===== config.mk =====
export PLATFORM = sky130hd
export DESIGN_NAME = gnn_0_example_bias
export DESIGN_NICKNAME = d
export VERILOG_FILES = /design/src/rtl/gnn_bias_pkg.sv /design/src/rtl/gnn_bias_axi_rd_master.sv /design/src/rtl/gnn_0_example_bias.sv
export SDC_FILE = /design/constraint.sdc
export NUM_CORES = 2
export LEC_CHECK = 0
export CORE_AREA = 2 2 731 733
export CTS_CLUSTER_SIZE = 30
export DETAILED_ROUTE_END_ITERATION = 16
export DIE_AREA = 0 0 733 735
export PLACE_DENSITY = 0.31
export SYNTH_ARGS = -nofsm -noshare
export SYNTH_HDL_FRONTEND = slang
export SYNTH_HIERARCHICAL = 1
export SYNTH_SLANG_ARGS = --single-unit

===== constraint.sdc =====
create_clock -name kernel_clk -period 45.8 [get_ports kernel_clk]
set_input_delay 4.58 -clock kernel_clk [delete_from_list [all_inputs] [get_ports kernel_clk]]
set_output_delay 4.58 -clock kernel_clk [all_outputs]
set_load 0.01 [all_outputs]

===== src/rtl/gnn_bias_pkg.sv =====
// Shared definitions for the GNN bias-load engine: instruction layout, line geometry,
// FSM encodings and small decode helpers.
package gnn_bias_pkg;

  localparam int unsigned INST_W            = 96;
  localparam int unsigned FIELD_W           = 16;
  localparam int unsigned BUF_AW            = 9;
  localparam int unsigned LINE_BYTES        = 64;
  localparam int unsigned LINE_SHIFT        = 6;
  localparam int unsigned INST_DRAM_OFS_LSB = 80;
  localparam int unsigned INST_LINES_LSB    = 48;
  localparam int unsigned INST_BUF_ADDR_LSB = 32;
  localparam int unsigned MAX_BURST_BEATS   = 64;
  localparam int unsigned BURST_STRIDE      = MAX_BURST_BEATS * LINE_BYTES;
  localparam int unsigned STATE_W           = 2;

  typedef logic [STATE_W-1:0] bias_state_t;

  localparam bias_state_t ST_IDLE  = 2'd0;
  localparam bias_state_t ST_ISSUE = 2'd1;
  localparam bias_state_t ST_LOAD  = 2'd2;
  localparam bias_state_t ST_DONE  = 2'd3;

  typedef struct packed {
    logic [FIELD_W-1:0] dram_ofs;
    logic [FIELD_W-1:0] lines;
    logic [BUF_AW-1:0]  buf_addr;
  } bias_inst_t;

  // Pull the used fields out of a bias instruction; reserved bits are dropped here.
  function automatic bias_inst_t decode_inst(input logic [INST_W-1:0] inst);
    bias_inst_t d;
    d.dram_ofs = inst[INST_DRAM_OFS_LSB +: FIELD_W];
    d.lines    = inst[INST_LINES_LSB +: FIELD_W];
    d.buf_addr = inst[INST_BUF_ADDR_LSB +: BUF_AW];
    return d;
  endfunction

  // Beats carried by the next burst given the beats still outstanding.
  function automatic logic [FIELD_W-1:0] burst_beats(input logic [FIELD_W-1:0] remain);
    return (remain > FIELD_W'(MAX_BURST_BEATS)) ? FIELD_W'(MAX_BURST_BEATS) : remain;
  endfunction

endpackage


===== src/rtl/gnn_bias_axi_rd_master.sv =====
// Minimal AXI read master: splits a line transfer into bursts of up to 64 beats
// and forwards the R channel as a plain valid/data stream.
module gnn_bias_axi_rd_master
  import gnn_bias_pkg::*;
#(
  parameter int unsigned ADDR_W = 64,
  parameter int unsigned DATA_W = 512
) (
  input  logic               kernel_clk,
  input  logic               kernel_rst,
  input  logic               start,
  input  logic [ADDR_W-1:0]  start_addr,
  input  logic [FIELD_W-1:0] total_beats,
  input  logic               rd_ready,
  output logic               m_axi_arvalid,
  input  logic               m_axi_arready,
  output logic [ADDR_W-1:0]  m_axi_araddr,
  output logic [7:0]         m_axi_arlen,
  input  logic               m_axi_rvalid,
  output logic               m_axi_rready,
  input  logic [DATA_W-1:0]  m_axi_rdata,
  input  logic               m_axi_rlast,
  output logic               stream_valid_c,
  output logic [DATA_W-1:0]  stream_data_c
);

  localparam logic M_IDLE = 1'b0;
  localparam logic M_ADDR = 1'b1;

  logic               state_q, state_d;
  logic [FIELD_W-1:0] remain_q, remain_d;
  logic [ADDR_W-1:0]  araddr_d;
  logic [7:0]         arlen_d;
  logic               arvalid_d;
  logic [FIELD_W-1:0] rem_after_c;
  logic               unused_ok;

  // Address-phase state register.
  always_ff @(posedge kernel_clk or posedge kernel_rst) begin
    if (kernel_rst) begin
      state_q       <= M_IDLE;
      remain_q      <= '0;
      m_axi_araddr  <= '0;
      m_axi_arlen   <= '0;
      m_axi_arvalid <= 1'b0;
    end else begin
      state_q       <= state_d;
      remain_q      <= remain_d;
      m_axi_araddr  <= araddr_d;
      m_axi_arlen   <= arlen_d;
      m_axi_arvalid <= arvalid_d;
    end
  end

  // Burst issue: one AR per accepted handshake until all beats are requested.
  always_comb begin
    state_d     = state_q;
    remain_d    = remain_q;
    araddr_d    = m_axi_araddr;
    arlen_d     = m_axi_arlen;
    arvalid_d   = m_axi_arvalid;
    rem_after_c = remain_q - burst_beats(remain_q);
    case (state_q)
      M_IDLE: begin
        if (start && (total_beats != '0)) begin
          araddr_d  = start_addr;
          remain_d  = total_beats;
          arlen_d   = 8'(burst_beats(total_beats) - FIELD_W'(1));
          arvalid_d = 1'b1;
          state_d   = M_ADDR;
        end
      end
      default: begin
        if (m_axi_arvalid && m_axi_arready) begin
          remain_d = rem_after_c;
          araddr_d = m_axi_araddr + ADDR_W'(BURST_STRIDE);
          if (rem_after_c != '0) begin
            arlen_d = 8'(burst_beats(rem_after_c) - FIELD_W'(1));
          end else begin
            arvalid_d = 1'b0;
            state_d   = M_IDLE;
          end
        end
      end
    endcase
  end

  assign m_axi_rready   = rd_ready;
  assign stream_valid_c = m_axi_rvalid;
  assign stream_data_c  = m_axi_rdata;
  assign unused_ok      = m_axi_rlast;

endmodule


===== src/rtl/gnn_0_example_bias.sv =====
// GNN bias-load engine: decodes a bias instruction, requests N DRAM lines and writes
// the returned beats to the bias buffer. Build option: GNN_BIAS_AXI_MASTER_EN.
module gnn_0_example_bias
  import gnn_bias_pkg::*;
#(
  parameter int unsigned BIAS_INST_LENGTH   = 96,
  parameter int unsigned C_M_AXI_ADDR_WIDTH = 64,
  parameter int unsigned C_M_AXI_DATA_WIDTH = 512,
  parameter int unsigned C_XFER_SIZE_WIDTH  = 32,
  parameter int unsigned C_ADDER_BIT_WIDTH  = 32
) (
  input  logic                          kernel_clk,
  input  logic                          kernel_rst,
  input  logic                          aclk,
  input  logic                          areset,
  output logic                          m_axi_arvalid,
  input  logic                          m_axi_arready,
  output logic [C_M_AXI_ADDR_WIDTH-1:0] m_axi_araddr,
  output logic [7:0]                    m_axi_arlen,
  input  logic                          m_axi_rvalid,
  output logic                          m_axi_rready,
  input  logic [C_M_AXI_DATA_WIDTH-1:0] m_axi_rdata,
  input  logic                          m_axi_rlast,
  output logic                          bias_write_buffer_b_valid,
  output logic [BUF_AW-1:0]             bias_write_buffer_b_addr,
  output logic [C_M_AXI_DATA_WIDTH-1:0] bias_write_buffer_b_data,
  input  logic                          ap_start,
  output logic                          ap_done,
  input  logic [C_M_AXI_ADDR_WIDTH-1:0] ctrl_addr_offset,
  input  logic [BIAS_INST_LENGTH-1:0]   ctrl_instruction,
  output logic [C_M_AXI_ADDR_WIDTH-1:0] dram_xfer_start_addr,
  output logic [C_XFER_SIZE_WIDTH-1:0]  dram_xfer_size_in_bytes,
  output logic                          read_start,
  output logic                          read_done,
  input  logic                          data_tvalid,
  output logic                          data_tready,
  input  logic                          data_tlast,
  input  logic [C_M_AXI_DATA_WIDTH-1:0] data_tdata
);

  localparam int unsigned ADDR_W         = C_M_AXI_ADDR_WIDTH;
  localparam int unsigned DATA_W         = C_M_AXI_DATA_WIDTH;
  localparam int unsigned XFER_W         = C_XFER_SIZE_WIDTH;
  localparam int unsigned ADDER_W_UNUSED = C_ADDER_BIT_WIDTH;

  bias_state_t        state_q, state_d;
  bias_inst_t         inst_dec_c;
  logic [FIELD_W-1:0] lines_q, lines_d;
  logic [FIELD_W-1:0] beat_cnt_q, beat_cnt_d;
  logic [BUF_AW-1:0]  wr_addr_q, wr_addr_d;
  logic [ADDR_W-1:0]  xfer_addr_d;
  logic [XFER_W-1:0]  xfer_size_d;
  logic               read_start_d, read_done_d, ap_done_d, tready_d;
  logic               b_valid_d;
  logic [BUF_AW-1:0]  b_addr_d;
  logic [DATA_W-1:0]  b_data_d;
  logic               stream_valid_c;
  logic [DATA_W-1:0]  stream_data_c;
  logic               unused_ok;

  assign inst_dec_c = decode_inst(ctrl_instruction);

  // State and registered outputs.
  always_ff @(posedge kernel_clk or posedge kernel_rst) begin
    if (kernel_rst) begin
      state_q                   <= ST_IDLE;
      lines_q                   <= '0;
      beat_cnt_q                <= '0;
      wr_addr_q                 <= '0;
      dram_xfer_start_addr      <= '0;
      dram_xfer_size_in_bytes   <= '0;
      read_start                <= 1'b0;
      read_done                 <= 1'b0;
      ap_done                   <= 1'b0;
      data_tready               <= 1'b0;
      bias_write_buffer_b_valid <= 1'b0;
      bias_write_buffer_b_addr  <= '0;
      bias_write_buffer_b_data  <= '0;
    end else begin
      state_q                   <= state_d;
      lines_q                   <= lines_d;
      beat_cnt_q                <= beat_cnt_d;
      wr_addr_q                 <= wr_addr_d;
      dram_xfer_start_addr      <= xfer_addr_d;
      dram_xfer_size_in_bytes   <= xfer_size_d;
      read_start                <= read_start_d;
      read_done                 <= read_done_d;
      ap_done                   <= ap_done_d;
      data_tready               <= tready_d;
      bias_write_buffer_b_valid <= b_valid_d;
      bias_write_buffer_b_addr  <= b_addr_d;
      bias_write_buffer_b_data  <= b_data_d;
    end
  end

  // Next-state and next-output logic.
  always_comb begin
    state_d      = state_q;
    lines_d      = lines_q;
    beat_cnt_d   = beat_cnt_q;
    wr_addr_d    = wr_addr_q;
    xfer_addr_d  = dram_xfer_start_addr;
    xfer_size_d  = dram_xfer_size_in_bytes;
    read_done_d  = 1'b0;
    ap_done_d    = 1'b0;
    b_valid_d    = 1'b0;
    b_addr_d     = bias_write_buffer_b_addr;
    b_data_d     = bias_write_buffer_b_data;
    case (state_q)
      ST_IDLE: begin
        if (ap_start) begin
          lines_d     = inst_dec_c.lines;
          beat_cnt_d  = '0;
          wr_addr_d   = inst_dec_c.buf_addr;
          xfer_addr_d = ctrl_addr_offset + (ADDR_W'(inst_dec_c.dram_ofs) << LINE_SHIFT);
          xfer_size_d = XFER_W'(inst_dec_c.lines) << LINE_SHIFT;
          state_d     = (inst_dec_c.lines == '0) ? ST_DONE : ST_ISSUE;
        end
      end
      ST_ISSUE: state_d = ST_LOAD;
      ST_LOAD: begin
        // No backpressure: every valid cycle is a beat and lands in the buffer.
        if (stream_valid_c) begin
          b_valid_d  = 1'b1;
          b_addr_d   = wr_addr_q;
          b_data_d   = stream_data_c;
          wr_addr_d  = wr_addr_q + BUF_AW'(1);
          beat_cnt_d = beat_cnt_q + FIELD_W'(1);
          if (beat_cnt_q == lines_q - FIELD_W'(1)) begin
            read_done_d = 1'b1;
            state_d     = ST_DONE;
          end
        end
      end
      default: begin
        ap_done_d = 1'b1;
        state_d   = ST_IDLE;
      end
    endcase
    read_start_d = (state_d == ST_ISSUE);
    tready_d     = (state_d == ST_LOAD);
  end

`ifdef GNN_BIAS_AXI_MASTER_EN
  gnn_bias_axi_rd_master #(
    .ADDR_W (ADDR_W),
    .DATA_W (DATA_W)
  ) u_axi_rd_master (
    .kernel_clk     (kernel_clk),
    .kernel_rst     (kernel_rst),
    .start          (read_start),
    .start_addr     (dram_xfer_start_addr),
    .total_beats    (lines_q),
    .rd_ready       (data_tready),
    .m_axi_arvalid  (m_axi_arvalid),
    .m_axi_arready  (m_axi_arready),
    .m_axi_araddr   (m_axi_araddr),
    .m_axi_arlen    (m_axi_arlen),
    .m_axi_rvalid   (m_axi_rvalid),
    .m_axi_rready   (m_axi_rready),
    .m_axi_rdata    (m_axi_rdata),
    .m_axi_rlast    (m_axi_rlast),
    .stream_valid_c (stream_valid_c),
    .stream_data_c  (stream_data_c)
  );

  assign unused_ok = ^{aclk, areset, data_tvalid, data_tlast, data_tdata,
                       ctrl_instruction[79:64], ctrl_instruction[47:41],
                       ctrl_instruction[31:0], ADDER_W_UNUSED};
`else
  assign m_axi_arvalid  = 1'b0;
  assign m_axi_araddr   = '0;
  assign m_axi_arlen    = '0;
  assign m_axi_rready   = 1'b0;
  assign stream_valid_c = data_tvalid;
  assign stream_data_c  = data_tdata;

  assign unused_ok = ^{aclk, areset, data_tlast, m_axi_arready, m_axi_rvalid,
                       m_axi_rdata, m_axi_rlast, ctrl_instruction[79:64],
                       ctrl_instruction[47:41], ctrl_instruction[31:0], ADDER_W_UNUSED};
`endif

endmodule


### Word level (Yosys, flattened, before mapping)

Cells that the tools add are included.

* add/subtract/negate cells: 4
* multipliers: 0
* div/mod/pow operators: 0
* magnitude comparators: 0
* eq/ne operators: 7
* shift-type cells: 0
* multiplexer cells: 17
* bitwise logic cells: 0
* reduce and logical (&&, ||, !) cells: 7

Operator list (number)
* $add A64 B22 Y64: 1
* $mux W16: 2
* $pmux W16 S2: 1
* $mux W9: 2
* $pmux W9 S2: 1
* $add A16 B1 Y16 const B: 1
* $eq A16 B16 Y1: 1
* $logic_not A16 Y1: 1
* $sub A16 B1 Y16 const B: 1
* $add A9 B1 Y9 const B: 1
* $mux W2: 4
* $mux W1: 6
* $pmux W2 S3: 1
* $eq A2 B1 Y1 const B: 2
* $eq A2 B2 Y1 const B: 2
* $ne A2 B2 Y1 const B: 2
* $reduce_and A2 Y1: 2
* $reduce_and A3 Y1: 1
* $reduce_or A3 Y1: 1
* $logic_not A2 Y1: 1
* $reduce_bool A2 Y1: 1

* register bits after elaboration: 633
* bits in latches: 0
* memory bits (writable): 0
* memory bits (read-only): 0
* input bits: 1194
* output and inout port bits: 696
* logic and storage cells: 47
* memories kept: 0

### Logic depth before layout (Yosys ltp)

* depth in word-level cells: 6
* mapped depth: 11
* mapped depth without buffers: 10

### Worst setup path after synthesis

No wires, ideal clock.

* path kind: input-to-reg
* start point: input ctrl_addr_offset[6]
* end point: register dram_xfer_start_addr[44]
* library setup time: 0.126 ns
* data arrival time: 6.695 ns
* required time: 45.674 ns
* path slack: 38.979 ns
* cell stages on the path: 11
* path buffers: 1
* cells stage by stage: ha_1 inv_1 fa_1 nor2b_1 o2111ai_1 a211oi_2 o211ai_1 a211oi_1 buf_2 a31oi_1 a221o_1

* word-level cells in the longest chain between the ends: 1

RTL lines
* start, declared: RTL line gnn_0_example_bias.sv:29 `input logic [C_M_AXI_ADDR_WIDTH-1:0] ctrl_addr_offset,`
* $add A64 B22 Y64: RTL line gnn_0_example_bias.sv:115 `xfer_addr_d = ctrl_addr_offset + (ADDR_W'(inst_dec_c.dram_ofs) << LINE_SHIFT);`
* end signal, assigned: RTL line gnn_0_example_bias.sv:84 `dram_xfer_start_addr <= xfer_addr_d;`
* end, declared: RTL line gnn_0_example_bias.sv:31 `output logic [C_M_AXI_ADDR_WIDTH-1:0] dram_xfer_start_addr,`

No other way between the ends.
A chain may end at the register's enable or synchronous reset.

### Worst setup path in the final report

* start point: input data_tvalid
* end point: register bias_write_buffer_b_data[345]

* word-level cells in the longest chain between the ends: 1

RTL lines
* start, declared: RTL line gnn_0_example_bias.sv:35 `input logic data_tvalid,`
* $reduce_and A2 Y1 (no line)
* end signal, assigned: RTL line gnn_0_example_bias.sv:92 `bias_write_buffer_b_data <= b_data_d;`
* end, declared: RTL line gnn_0_example_bias.sv:26 `output logic [C_M_AXI_DATA_WIDTH-1:0] bias_write_buffer_b_data,`

No other way between the ends.

==> flow_summary.ini <==
[placed_design]
dpl.hpwl_um = 188000
post_dp_cell_area_um2 = 47400
port_buffers = 1226
place.gp.congestion = 0.781

[yosys]
ys_async_sr_fraction_pct = 100
synthTopCellsByArea = dfrtp_1 (59%), nand2_1 (24%), buf_4 (2.5%)
synthCells = 3100
ys_seq_elements = 633
synth.largest_area_cell = dfrtp_1
yosysUniqueCellTypes = 64
yosysTopAreaCellShare_pct = 58.8
synth_edf_count = 0
yosys_warnings = 6
synth-seq-area-share_pct = 58.8
syn-cell-area_um2 = 27000
avgSynthCellArea_um2 = 8.69
ys.flop_type = dfrtp_1

[timing]
fin_setup_tns_ns = 0
period_minus_slack_ns = 8.56
worst_pin_slew_ns = 1.07
hold_viol = 0
finalCritPeriodShare_pct = 18.7
clock_skew_ns = 0.0741
slew_headroom_pct = 28.3
finalSetupViolations = 0
fmax_ghz = 0.117
rsz0062_at_grt = false
slew_viol_final = 0

[clock_network]
cts_buffers = 103
cts_resized = 0
h-tree-depth = 3
holdBufCountCts = 0
cts_buffer_depth = 4
cts-root-buf = clkbuf_16
cts_post_setup_buffers_inserted = 0
insertion_delay_ns = 0.88
clkTransAtPathRegs_ns = 0.06
clkSinkCount = 633
cts_tree = built

[pwr]
cellLeakagePower_nw = 20.9
peakVddDrop_mv = 0.0317
p_per_area_nw_per_um2 = 35.1
design_power_total_mw = 1.78

[drt]
post_drt_wl_per_cell_um = 19.7
vias = 26000
first_pass_iters = 5
routed_wl_um = 225000
vias_per_cell = 2.28
drtIter0Drc = 1474
drc = 0
postRouteAntennaNets = 0

[setup_path]
critPathRequiredTime_ns = 46.57
critPathMaxStageDelay_ns = 0.77
crit_slowest_cell = clkdlybuf4s50_1
rr_startpoint = state_q[0]
end_kind = flip-flop
critPathLaunchType = primary input
path_cells = clkdlybuf4s50_1 -> nand2_4 -> inv_8 -> buf_12 -> buf_4 -> buf_4 -> nand2_1 -> nand2_1
startpoint = data_tvalid
cp_max_fo = 138
path_class = in -> reg
rr_worst_depth = 10
arrival_ns = 9.32

[status]
status = finished clean

[grt]
grt_pass1_wl_um = 286000
grt_max_degree = 139
grt_pass1_vias = 26100
grt_use_total_pct = 8.05
grt_overflow_total = 0
antenna_found_initial = 155

[finish]
syn2layout_area_growth_pct = 88.6
most-common-layout-cells = nand2_1 (1,708), clkdlybuf4s50_1 (1,226), dfrtp_1 (633)
drive_above_1_share_pct = 4.96
fin_area_um2 = 50800
final_core_util_pct = 9.57
nets = 5530
final_common_cell = nand2_1

[floorplanning]
fp.dieH_um = 735
rows = 268
die_w_um = 733
io_pins = 1890
initial_core_util_pct = 5.07
die_area_um2 = 539000
core-area_um2 = 531000

[hold_path]
hp-class = reg -> reg
holdPathStages = 2
hp-start = bias_write_buffer_b_data[391]

[run]
max_cap_viol_count = 0
flip-flops by register name, summed over array words and instances (netlist names), 2 cells and up:
| signal | count |
|---|---|
| state_q | 2 |
| dram_xfer_start_addr | 64 |
| bias_write_buffer_b_data | 512 |
| beat_cnt_q | 16 |
| bias_write_buffer_b_addr | 9 |
| wr_addr_q | 9 |
| dram_xfer_size_in_bytes | 16 |
cell families after synthesis:
group,Yosys count,synth area share [%]
AO/OA/AOI/OAI,209,4.95
XOR/XNOR,67,2.18
adder cells (fa/ha/maj),23,1.10
buffers and inverters,260,4.95
flip-flops,633,58.8
multiplexers,5,0.190
other,1,0.0139
AND/OR/NAND/NOR,1902,27.9
cells in the mapped netlist, drive strengths merged (7+ instances only):
cell        n
a211o       9
a211oi     15
a21o        9
a21oi      39
a31oi      12
and2        7
and3       28
buf       101
clkbuf    137
dfrtp     633
ha         22
inv        22
nand2    1710
nand2b      8
nand3      31
nand4      14
nor2       55
nor3       10
nor4        7
o2111ai     9
o21ai      79
or3        12
xnor2      33
xor2       34
report_power, final:
group	internal [mW]	switching [mW]	total (mW)
Clock	0.493	0.336	0.829
Sequential	0.605	0.0305	0.635
Combinational	0.147	0.173	0.320
Total	1.24	0.539	1.78
final cells by class:
| type | instances | area, um^2 |
|---|---|---|
| inverter | 22 | 97.6 |
| clock inverter | 35 | 443 |
| clock buffer | 148 | 2970 |
| sequential | 633 | 15800 |
| antenna | 7 | 17.5 |
| timing repair buffer | 1257 | 12500 |
| tap | 7020 | 8780 |
| fill | 61800 | 480000 |
| multi-input combinational | 2296 | 10100 |
worst max-delay path: cells and delay by family:
kind	cells	cell delay, ns
buf+inv	5	3.37
simple gates	3	1.03
final timing paths:
| kind | slack (ns) | to |
|---|---|---|
| min in group asynchronous | 4.33 | bias_write_buffer_b_data[9] |
| max reg2reg | 40.88 | bias_write_buffer_b_data[345] |
| min | 0.47 | bias_write_buffer_b_data[391] |
| max in group asynchronous | 38.57 | bias_write_buffer_b_data[346] |
| min reg2reg | 0.47 | bias_write_buffer_b_data[391] |
| max | 37.25 | bias_write_buffer_b_data[345] |
metrics by stage:
step	setup WS (ns)	hold WS [ns]	std cells
after floorplan	23.49	0.476	3189
after global placement	35.95	0.458	11200
after detailed placement	36.01	0.461	11200
after CTS	36.94	0.475	11400
after global routing	36.85	0.490	11400
final	37.25	0.468	11400
layer usage:
| layer | vias to the layer above | global-route usage [%] | part of all wire (%) |
|---|---|---|---|
| met5 | - | 0 | 0.13 |
| met4 | 46 | 1.52 | 2.3 |
| met3 | 384 | 2.36 | 6.8 |
| met2 | 1050 | 14.7 | 51 |
| met1 | 12500 | 9.30 | 40 |
| li1 | 12000 | - | - |
Power figures use the tool's default switching activity.
